[src/rtl/pc_seq_unit.sv]
// IF-stage program counter: sequential step, hazard stall, prioritised branch/jump
// redirect with a fetch-bubble window, and a start/idle FSM. Optional PC_MISALIGN_EN.
module pc_seq_unit #(
  parameter int                ADDR_W     = 32,
  parameter logic [ADDR_W-1:0] RESET_VEC  = '0,
  parameter int                STEP       = 4,
  parameter int                BUBBLE_CYC = 1
) (
  input  logic              clk_i,
  input  logic              rst_i,
  input  logic              start_i,
  input  logic              hd_i,
  input  logic              br_taken_i,
  input  logic [ADDR_W-1:0] br_target_i,
  input  logic              jmp_i,
  input  logic [ADDR_W-1:0] jmp_target_i,
  output logic [ADDR_W-1:0] pc_o,
  output logic [ADDR_W-1:0] pc_next_o,
  output logic              pc_valid_o,
  output logic              redirect_o,
  output logic [1:0]        state_o
`ifdef PC_MISALIGN_EN
  ,
  output logic              misalign_o
`endif
);

  typedef enum logic [1:0] {
    IDLE   = 2'd0,
    RUN    = 2'd1,
    BUBBLE = 2'd2
  } state_t;

  localparam logic [ADDR_W-1:0] STEP_V   = ADDR_W'(STEP);
  localparam logic [1:0]        BUB_INIT = 2'(BUBBLE_CYC);

  state_t            state_q, state_d;
  logic [ADDR_W-1:0] pc_q, pc_d;
  logic [ADDR_W-1:0] target;
  logic [1:0]        cnt_q, cnt_d;
  logic              redir_q, redir_d;
  logic              redir_req;
  logic              hold;

`ifdef PC_MISALIGN_EN
  localparam logic [ADDR_W-1:0] ALIGN_MASK = ADDR_W'(STEP - 1);

  logic mis_q, mis_d;

  function automatic logic misaligned(input logic [ADDR_W-1:0] addr);
    return |(addr & ALIGN_MASK);
  endfunction

  // A misaligned PC behaves like a permanent stall until the next redirect.
  assign hold = mis_q;
`else
  assign hold = 1'b0;
`endif

  // Branch resolves in EX, so it is older than a jump decoded in ID and wins.
  assign redir_req = br_taken_i | jmp_i;
  assign target    = br_taken_i ? br_target_i : jmp_target_i;

  always_comb begin
    state_d = state_q;
    pc_d    = pc_q;
    cnt_d   = cnt_q;
    redir_d = 1'b0;
`ifdef PC_MISALIGN_EN
    mis_d   = mis_q;
`endif
    case (state_q)
      IDLE: begin
        if (start_i) state_d = RUN;
      end
      RUN, BUBBLE: begin
        if (!start_i) begin
          state_d = IDLE;
        end else if (redir_req) begin
          pc_d    = target;
          redir_d = 1'b1;
`ifdef PC_MISALIGN_EN
          mis_d   = misaligned(target);
`endif
          if (BUBBLE_CYC > 0) begin
            state_d = BUBBLE;
            cnt_d   = BUB_INIT;
          end else begin
            state_d = RUN;
          end
        end else if (state_q == BUBBLE) begin
          if (cnt_q <= 2'd1) state_d = RUN;
          else               cnt_d   = cnt_q - 2'd1;
        end else if (!hd_i && !hold) begin
          pc_d = pc_q + STEP_V;
        end
      end
      default: state_d = IDLE;
    endcase
  end

  always_ff @(posedge clk_i) begin
    if (rst_i) begin
      state_q <= IDLE;
      pc_q    <= RESET_VEC;
      cnt_q   <= 2'd0;
      redir_q <= 1'b0;
`ifdef PC_MISALIGN_EN
      mis_q   <= 1'b0;
`endif
    end else begin
      state_q <= state_d;
      pc_q    <= pc_d;
      cnt_q   <= cnt_d;
      redir_q <= redir_d;
`ifdef PC_MISALIGN_EN
      mis_q   <= mis_d;
`endif
    end
  end

  assign pc_o       = pc_q;
  assign pc_next_o  = pc_q + STEP_V;
  assign pc_valid_o = (state_q == RUN) && !hold;
  assign redirect_o = redir_q;
  assign state_o    = state_q;
`ifdef PC_MISALIGN_EN
  assign misalign_o = mis_q;
`endif

endmodule
[config.mk]
export PLATFORM = sky130hd
export DESIGN_NAME = pc_seq_unit
export DESIGN_NICKNAME = d
export VERILOG_FILES = /design/src/rtl/pc_seq_unit.sv
export SDC_FILE = /design/constraint.sdc
export NUM_CORES = 1
export LEC_CHECK = 0
export BUFFER_PORTS_ARGS = -buffer_cell sky130_fd_sc_hd__buf_2
export CORE_ASPECT_RATIO = 0.9
export CORE_MARGIN = 2
export CORE_UTILIZATION = 32
export DETAILED_ROUTE_END_ITERATION = 10
export PLACE_DENSITY = 0.55
export SYNTH_ARGS = -nofsm -noshare
export SYNTH_HDL_FRONTEND = slang
export SYNTH_SLANG_ARGS = --single-unit
[constraint.sdc]
create_clock -name clk_i -period 5.05 [get_ports clk_i]
set_input_delay 1.01 -clock clk_i [delete_from_list [all_inputs] [get_ports clk_i]]
set_output_delay 1.01 -clock clk_i [all_outputs]
set_load 0.01 [all_outputs]
==> run metrics <==
largest net degree at the start of global routing 43; Power per Cell Area 246.8 mW/mm^2; Final period util 71.16%; Post-CTS Setup Inserts 0; Worst EP arrival 2580 ps; vias 3485; worst slack, placed 1606 ps; Least-Margin Pin Slew 788.1 ps; vias in the first global route 3362; EDFF count, synth 0; crit-path max FO 9; Initial Util 33.31%; die area 0.009822 mm^2; async set-or-reset flop fraction in the synthesized netlist 0%; final max-slew violation count 0; Post-Syn Instances 390; routed wire length 10710 um; die width 104.2 um; Die Span Y 94.22 um; setup TNS 0 ps; Yosys reg bits 37; synth cell count leaders dfxtp_1 (37), nor2_1 (37), nand2_1 (35); Antenna Violating Nets Remaining 0; sequential fraction of the synthesis area 25.59%; Initial DRT Pass Iterations 5; DP Cell Count 618; post-CTS sizing 0; count of max-cap constraint violations 0; Net Count, Synth 466; Final min period 3594 ps; CTS root buf clkbuf_8; CTS tree done; relative slew slack 47.06%; Setup CP Type flop to primary output; CP cell instances ha_1 -> nand3_2 -> nor3b_2 -> nand4_1 -> xnor2_1 -> buf_2; Critical Path Source Type flop; Worst VDD drop 0.1299 mV; cell taking the most area after synthesis dfxtp_1; commonest register cell after synthesis dfxtp_1; Unique masters post-synth 49; layout cells sized above 1 30.83%; fmax 0.2783 GHz; crit-path max cell delay 650 ps; Area growth syn-to-layout 28.23%; Static Leak 1.703 nW; Mapped Area 0.002894 mm^2; # rows 32; number of I/O port buffers 137; Antenna Cells 0; Synth Warn # 0; Ports 138; Placer Congestion 0.8367; Final Non-Filler Cells 625; DRC 0; initial antenna violation count 0; Core Footprint 0.008688 mm^2; fin util 42.71%; post-DR vias/cell 5.576; clk_skew 6.854 ps; Wirelength per Cell 17.13 um; cts hold-fix bufs 0; CTS Buffer Depth 2; Filler Cell Count 955; slowest cell on the critical path nor3b_2; CTS H-tree depth 2; Final setup viols 0; Area contributors post-synth dfxtp_1 (26%), xnor2_1 (6.4%), nor2_1 (4.8%), o21ai_0 (4.7%), nand2_1 (4.5%); NumNets Final 582; clock transition at the registers of the reported paths 80 ps; Final HPWL DP 7732 um; Critical Path RT 4040 ps; GRT Total Usage 21.93%; DR iter-0 viols 250; share of the synthesized area in the top cell type 25.59%; clk sinks 37; clock insertion delay at the later pin of the skew report 290 ps; Tot Pwr 0.0009159 W; crit path capture type primary output; RSZ-0062 raised after global routing no; endpoints failing hold 0; status completed; min-delay worst type flop to flop; fin worst setup slack 1456 ps; total gr overflow 0; first-pass GRT wire length 17310 um; CTS Buf Count 5; Avg Synthesized Cell Area 7.421 um^2
-- per-layer routing --
layer	global-route usage [%]	wire, um
met5	0	0
met1	30.32	5097
met4	6.194	124
met3	3.537	696
met2	35.31	4787
-- registers in the layout (all words and copies together), names as in the netlist --
signal	count
cnt_q	2
pc_o	32
redirect_o	1
state_o	2
-- per-stage QoR --
step           instance area, um^2  hold WS [ps]
3_3_place_gp                  3625         460.4
6_report                      3711         495.7
3_5_place_dp                  3625         477.0
2_1_floorplan                 2894         443.5
5_1_grt                       3711         495.4
4_1_cts                       3711         488.1
-- worst paths after layout --
kind                          from                    end  slack [ps]  cells after the start
min          cnt_q[0]$_SDFFE_PP0P_  cnt_q[0]$_SDFFE_PP0P_         500                      1
max reg2reg  pc_o[10]$_SDFFE_PP0P_  pc_o[21]$_SDFFE_PP0P_        2500                      5
max           pc_o[2]$_SDFFE_PP0P_          pc_next_o[20]        1460                      6
min reg2reg  cnt_q[0]$_SDFFE_PP0P_  cnt_q[0]$_SDFFE_PP0P_         500                      1
-- report_power, final --
| group | total [W] | internal [W] | switching (W) |
|---|---|---|---|
| sequential | 0.000383 | 0.000325 | 0.0000588 |
| clock | 0.000220 | 0.000109 | 0.000112 |
| combinational | 0.000312 | 0.000139 | 0.000173 |
-- area by class of cell --
type / count / area (um^2) / share of cell area, %
multi-input combinational: 312 / 1986 / 53.51
sequential: 37 / 740.7 / 19.96
timing repair buffer: 141 / 715.7 / 19.29
tap: 119 / 148.9 / 4.012
clock buffer: 7 / 86.33 / 2.326
inverter: 9 / 33.78 / 0.9103
-- critical path, delay by kind of cell, from the launching register on --
kind                     cells  cell delay (ps)
AND/OR/NAND/NOR              3             1140
XOR/XNOR                     1              230
flip-flops                   1              500
buffers and inverters        1              160
adder cells (fa/ha/maj)      1              250
-- cell families after synthesis --
family | Yosys count | share of synthesized area [%]
AOI/OAI and AO/OA | 111 | 26.29
xor gates and xnor gates | 28 | 8.474
adders and majority gates | 6 | 2.594
buffers and inverters | 41 | 5.923
DFF | 37 | 25.59
muxes | 6 | 2.075
and+or+nand+nor | 161 | 29.05
-- cells in the final DEF, fill, tap and decap left out, types with 4 or more instances in the layout --
| cell | Yosys | final |
|---|---|---|
| inv_1 | 8 | 8 |
| nand4_1 | 10 | 10 |
| a31oi_1 | 4 | 4 |
| a21oi_1 | 21 | 21 |
| o211ai_1 | 14 | 14 |
| xnor2_1 | 21 | 21 |
| a211oi_1 | 10 | 10 |
| a2bb2oi_1 | 4 | 4 |
| ha_1 | 6 | 6 |
| xor2_1 | 7 | 7 |
| nand3_1 | 17 | 17 |
| mux2i_1 | 6 | 6 |
| and3_1 | 18 | 18 |
| buf_2 | 8 | 137 |
| dfxtp_1 | 37 | 37 |
| a22o_1 | 4 | 4 |
| nor4_1 | 10 | 10 |
| nor3_1 | 15 | 15 |
| nand2_1 | 35 | 35 |
| a311o_1 | 5 | 5 |
| buf_4 | 2 | 4 |
| clkbuf_8 | 0 | 6 |
| nor2_1 | 37 | 37 |
| o21ai_0 | 27 | 27 |
Power figures use the tool's default switching activity.
